$ cat src/rtl/mul8_seq.sv
// Sequential 8x8 unsigned shift-and-add multiplier.
// One partial-product add per clock through an 8-bit ripple-carry adder
// (add_jl); the 16-bit product is retired after 8 iterations with a
// start/busy/done handshake towards the host.

// 8-bit ripple-carry adder used for the partial-product accumulation.
module add_jl (
    input  logic [7:0] a,
    input  logic [7:0] b,
    input  logic       cin,
    output logic [7:0] sum,
    output logic       cout
);

    logic [8:0] carry;

    assign carry[0] = cin;

    // One full-adder cell per bit, carry rippling from LSB to MSB.
    generate
        for (genvar gi = 0; gi < 8; gi++) begin : g_fa
            assign sum[gi]       = a[gi] ^ b[gi] ^ carry[gi];
            assign carry[gi + 1] = (a[gi] & b[gi]) | (carry[gi] & (a[gi] ^ b[gi]));
        end
    endgenerate

    assign cout = carry[8];

endmodule

module mul8_seq (
    input  logic        clk,
    input  logic        rst,
    input  logic        start,
    input  logic [7:0]  a,
    input  logic [7:0]  b,
    output logic [15:0] product,
    output logic        busy,
    output logic        done
);

    typedef enum logic [1:0] {
        IDLE = 2'd0,
        CALC = 2'd1,
        DONE = 2'd2
    } state_t;

    state_t      state_q, state_d;
    logic [7:0]  mcand_q, mcand_d;
    logic [15:0] acc_q, acc_d;
    logic [2:0]  cnt_q, cnt_d;
    logic [15:0] product_q, product_d;

    logic [7:0]  add_b;
    logic [7:0]  add_sum;
    logic        add_cout;
    logic [15:0] acc_shifted;

    // The multiplier LSB selects whether the multiplicand is added this step.
    assign add_b = acc_q[0] ? mcand_q : 8'h00;

    add_jl u_add (
        .a    (acc_q[15:8]),
        .b    (add_b),
        .cin  (1'b0),
        .sum  (add_sum),
        .cout (add_cout)
    );

    // Carry-out lands in bit 15, so the 16-bit accumulator never overflows.
    assign acc_shifted = {add_cout, add_sum, acc_q[7:1]};

    // State and datapath registers; reset aborts any running operation.
    always_ff @(posedge clk or posedge rst) begin
        if (rst) begin
            state_q   <= IDLE;
            mcand_q   <= 8'h00;
            acc_q     <= 16'h0000;
            cnt_q     <= 3'd0;
            product_q <= 16'h0000;
        end else begin
            state_q   <= state_d;
            mcand_q   <= mcand_d;
            acc_q     <= acc_d;
            cnt_q     <= cnt_d;
            product_q <= product_d;
        end
    end

    // Next-state logic: start is honoured only in IDLE, DONE lasts one cycle.
    always_comb begin
        state_d = state_q;
        case (state_q)
            IDLE:    if (start) state_d = CALC;
            CALC:    if (cnt_q == 3'd7) state_d = DONE;
            DONE:    state_d = IDLE;
            default: state_d = IDLE;
        endcase
    end

    // Datapath updates: capture operands, iterate, and latch the final sum.
    always_comb begin
        mcand_d   = mcand_q;
        acc_d     = acc_q;
        cnt_d     = cnt_q;
        product_d = product_q;
        case (state_q)
            IDLE: begin
                if (start) begin
                    mcand_d = a;
                    acc_d   = {8'h00, b};
                    cnt_d   = 3'd0;
                end
            end
            CALC: begin
                acc_d = acc_shifted;
                cnt_d = cnt_q + 3'd1;
                if (cnt_q == 3'd7) begin
                    product_d = acc_shifted;
                end
            end
            default: begin
            end
        endcase
    end

    // Handshake outputs decoded purely from the registered state.
    always_comb begin
        busy = 1'b0;
        done = 1'b0;
        case (state_q)
            CALC:    busy = 1'b1;
            DONE:    done = 1'b1;
            default: begin
            end
        endcase
    end

    assign product = product_q;

endmodule

$ cat config.mk
export PLATFORM = sky130hd
export DESIGN_NAME = mul8_seq
export DESIGN_NICKNAME = d
export VERILOG_FILES = /design/src/rtl/mul8_seq.sv
export SDC_FILE = /design/constraint.sdc
export NUM_CORES = 1
export LEC_CHECK = 0
export CAP_MARGIN = 10
export CORE_UTILIZATION = 45
export CTS_BUF_LIST = sky130_fd_sc_hd__clkbuf_16
export CTS_CLUSTER_DIAMETER = 120
export DETAILED_ROUTE_END_ITERATION = 6
export PLACE_DENSITY = 0.75
export SETUP_SLACK_MARGIN = 0.02
export SYNTH_ARGS = -nofsm -noshare
export SYNTH_HDL_FRONTEND = slang
export SYNTH_SLANG_ARGS = --single-unit
$ cat constraint.sdc
create_clock -name clk -period 3.04 [get_ports clk]
set_clock_uncertainty 0.15 [all_clocks]
set_input_delay 0.608 -clock clk [delete_from_list [all_inputs] [get_ports clk]]
set_output_delay 0.608 -clock clk [all_outputs]
set_load 0.05 [all_outputs]
## After elaboration in Yosys (flattened, before gate mapping)

Index checks and enable logic that the tools add are counted.

- Bitwise logic cells: 37
- Muxes and demuxes: 10
- Add/sub/neg operators: 1
- Reduce and logical (&&, ||, !) cells: 6
- Eq/ne operators: 5

Operators with widths:

| cell | number |
|---|---|
| $pmux W16 S2 | 1 |
| $mux W16 | 1 |
| $and A1 B1 Y1 | 15 |
| $xor A1 B1 Y1 | 15 |
| $mux W8 | 1 |
| $reduce_and A2 Y1 | 4 |
| $or A1 B1 Y1 | 7 |
| $pmux W3 S2 | 1 |
| $mux W2 | 2 |
| $ne A2 B2 Y1 const B | 2 |
| $pmux W2 S2 | 1 |
| $add A3 B1 Y3 const B | 1 |
| $eq A3 B3 Y1 const B | 1 |
| $mux W3 | 1 |
| $eq A2 B1 Y1 const B | 1 |
| $eq A2 B2 Y1 const B | 1 |
| $logic_not A2 Y1 | 1 |
| $mux W1 | 2 |
| $reduce_bool A2 Y1 | 1 |

- Word-level logic and storage cells: 64
- Output and inout bits: 18
- Input bits: 19
- Flip-flop bits (word level): 45

## Longest topological paths before layout

- Depth in word-level cells: 17
- Gate-level depth with buffers: 14
- Mapped depth without buffers: 13

## Cells and area by module

A second synthesis with hierarchy kept.

- Cell total of the unflattened synthesis: 154
- Area total of the unflattened synthesis: 2114.5 um^2

Modules (own cells, without submodules):

| module | cells an instance | area each (um^2) | times used | sequential area each (um^2) |
|---|---|---|---|---|
| mul8_seq | 136 | 1916.8 | 1 | 1126.1 |
| add_jl | 18 | 197.7 | 1 | 0.0 |

## Worst setup path after synthesis

Ideal clock, no wire load.

- Path kind: register to register
- Start point: reg acc_q[0]
- End point: reg product_q[14], in the netlist product[14]
- Period minus slack after synthesis: 3.379 ns
- Data required time: 2.760 ns
- Path buffers: 1
- Stages on the path, launching flop included: 15
- Path slack: -0.339 ns
- Setup time: 0.130 ns
- Arrival: 3.099 ns
- Cell sequence: dfrtp_1 -> clkbuf_1 -> and2_1 -> ha_1 -> inv_1 -> fa_1 -> fa_1 -> fa_1 -> inv_1 -> fa_1 -> fa_1 -> fa_1 -> inv_1 -> fa_1 -> o21ai_0

- Longest elaborated chain between the ends: 15
- Elaborated cells on any way between the ends: 28
- Those cells by class: mux: 1; bitwise: 27

Ends and longest elaborated chain:

| item | line | RTL |
|---|---|---|
| start, declared | 50 | `logic [15:0] acc_q, acc_d;` |
| start signal, assigned | 78 | `acc_q <= 16'h0000;` |
| start signal, assigned | 84 | `acc_q <= acc_d;` |
| $mux W8 (*) | 60 | `assign add_b = acc_q[0] ? mcand_q : 8'h00;` |
| $and A1 B1 Y1 or $xor A1 B1 Y1 (tied branches) | 23 | `assign carry[gi + 1] = (a[gi] & b[gi]) \| (carry[gi] & (a[gi] ^ b[gi]));` |
| $and A1 B1 Y1 | 23 |  |
| $or A1 B1 Y1 | 23 |  |
| $and A1 B1 Y1 | 23 |  |
| $or A1 B1 Y1 | 23 |  |
| $and A1 B1 Y1 | 23 |  |
| $or A1 B1 Y1 | 23 |  |
| $and A1 B1 Y1 | 23 |  |
| $or A1 B1 Y1 | 23 |  |
| $and A1 B1 Y1 | 23 |  |
| $or A1 B1 Y1 | 23 |  |
| $and A1 B1 Y1 | 23 |  |
| $or A1 B1 Y1 | 23 |  |
| $xor A1 B1 Y1 (*) | 22 | `assign sum[gi] = a[gi] ^ b[gi] ^ carry[gi];` |
| end signal, assigned | 86 | `product_q <= product_d;` |
| end, declared | 52 | `logic [15:0] product_q, product_d;` |

Every way passes the cells marked *; elsewhere a longest branch is shown, timed or not.
A chain may end at the register's enable or synchronous reset.

## Worst setup path after layout

Same ends and word-level chain as after synthesis.

==> qor.csv <==
metric,value,unit
arrival,3.29,ns
syn_avg_cell_area,12.4,um2
criticalPathCategory,reg -> reg,
dr.first_iter.drc_count,94,
drc,0,
ys_top_cells_by_area,"dfrtp_1 54%, mux2_2 7.6%, fa_1 6.7%",
final_cell_mix,"45 x dfrtp_1, 35 x clkdlybuf4s50_1, 18 x nand2_1, 13 x mux2_2, 11 x inv_1",
grt_pass1_vias,1420,
post_dp_cell_area,0.00253,mm2
detail_route.wl_per_cell,15.6,um
post-route-min-period,3.24,ns
cts.sinks,45,
clk_latency,0.29,ns
finalMaxSlewViolations,0,
netlist.top_cell.by_area,dfrtp_1,
start_util,47.4,%
violations,negative setup slack,
power_leakage,1.17,nW
n_antenna_cell,0,
gr-usage-all-layers,19.1,%
num_rows,24,
areaGrowthSynthToFinish,30.6,%
critPathCaptureType,register,
fp.dieH,70.0,um
die_x,70.0,um
core_area,0.00438,mm2
startpoint_type,register,
post-cts-setup-buffer-count,0,
worst_slew_margin_rel,59.4,%
synthesis.nets,197,
outcome,finished with violations,
clkTransAtPathRegs,0.06,ns
grt_start_max_net_pins,34,
portBuffers,36,
stdcell_area,0.00272,mm2
synth_cells,168,
netlist_area,0.00208,mm2
dp_hpwl,2760,um
cts_tree,done,
post-place-ws,-0.169,ns
antenna_found_initial,0,
htreeDepth,2,
fin_ws,-0.203,ns
peakVddDrop,0.580,mV
cts_buffers,5,
final_nets,239,
fin_crit_sh,107,%
drt-pass1-iter-count,4,
overflow,0,
cap_violations,0,
timing.fmax,0.308,GHz
power.density,1210,mW/mm2
final_util,62.0,%
r2r_slack,-0.20,ns
clk_path_buf_depth,2,
via_count,1411,
rsz0062_at_grt,true,
synth.top_cell.area_share,54.2,%
finalPower,0.00329,W
whs,0.331,ns
cts_hold_buf,0,
synth-seq-cells,45,
wirelength,4100,um
pin_count,37,
ys_seq_area_share,54.2,%
final-setup-viol-count,6,
final_antenna_net_count,0,
dieArea,0.00490,mm2
cp.required,3.09,ns
yosysUniqueCellTypes,30,
root_buffer,clkbuf_16,
viasPerCell,5.37,
multi_input_comb_area,876,um2
gp_congestion,0.745,
ys_warn_count,0,
fillers,347,
drive_gt1_share,21.8,%
register_area,0.00113,mm2
worst_slew_pin_slew,0.606,ns
grt_pass1_wl,7080,um
crit_fanout,2,
hold_viol_final,0,
hold_path.class,reg -> reg,
final_common_cell,dfrtp_1,
## critical path, cell delays in order, from the launching register on
cell and delay, ns:
dfrtp_1 0.40, and2_4 0.15, ha_4 0.15, inv_2 0.05
fa_2 0.18, fa_2 0.19, fa_2 0.19, inv_2 0.04
fa_2 0.34, fa_2 0.36, fa_2 0.34, inv_2 0.06
fa_1 0.42, o21ai_1 0.15
## layer usage
| layer | vias up | wire length (um) | track usage (%) |
|---|---|---|---|
| li1 | 662 | - | - |
| met2 | 29 | 2070 | 31.5 |
| met1 | 713 | 1820 | 24.5 |
| met4 | 0 | 81 | 8.67 |
| met3 | 7 | 126 | 3.61 |
| met5 | - | 0 | 0 |
## where the power goes
part | switching (W) | total [W] | leakage [nW] | internal, W
clock | 0.000215 | 0.000596 | 0.0826 | 0.000382
sequential | 0.000151 | 0.00104 | 0.544 | 0.000892
combinational | 0.000947 | 0.00165 | 0.547 | 0.000707
## state kept, by name, summed over array words and instances (netlist names)
name,flops
product,16
mcand_q,8
state_q,2
cnt_q,3
acc_q,16
## timing repair
item	CTS	global route
endpoints found under the setup margin	6	7
pin swaps	0	1
hold endpoints to repair	0	0
resized for setup	1	0
## synthesized netlist by cell type
library cell / instances
fa_1: 7
nor3b_4: 1
nand2_1: 18
a22oi_1: 1
a211oi_1: 3
a21oi_1: 5
clkbuf_1: 3
a22o_1: 4
nor4b_1: 3
o21bai_4: 1
nor4bb_1: 1
nor2b_1: 1
mux2_4: 1
o21ai_0: 13
dfrtp_1: 45
mux2i_1: 1
nor2_1: 2
inv_1: 14
ha_1: 3
nand3b_4: 1
o22ai_1: 3
o22a_1: 4
nor2_4: 1
and2_1: 4
nor3b_1: 7
nand2b_2: 1
inv_2: 1
buf_2: 2
mux2_2: 14
buf_6: 3
## path summary, 6_finish.rpt
check	from	endpoint	cells past startpoint
setup / recovery	acc_q[0]	product[14]	13
hold reg to reg	product[1]	product[1]	2
setup reg to reg	acc_q[0]	product[14]	13
min in group asynchronous	rst	mcand_q[1]	2
hold / removal	product[1]	product[1]	2
max in group asynchronous	rst	acc_q[5]	4
## per-stage QoR
step / setup TNS, ns / std cells
after global routing: -1.48 / 263
after detailed placement: -0.531 / 254
final: -0.849 / 263
after floorplan: -0.536 / 168
after global placement: -0.153 / 254
after CTS: -0.823 / 262
## area by class of cell
class                      instances  area share, %
sequential                        45           41.5
multi-input combinational        100           32.2
timing repair buffer              43           15.8
clock buffer                       5           4.61
tap                               52           2.40
inverter                          15           2.07
clock inverter                     3           1.38
## cell families after synthesis
| family | share of synthesized area, % |
|---|---|
| buffers and inverters | 5.35 |
| and+or+nand+nor | 12.2 |
| adders and majority gates | 8.54 |
| DFF | 54.2 |
| muxes | 8.78 |
| AOI/OAI and AO/OA | 11.0 |
No activity file was read; power rests on OpenSTA's default activity.
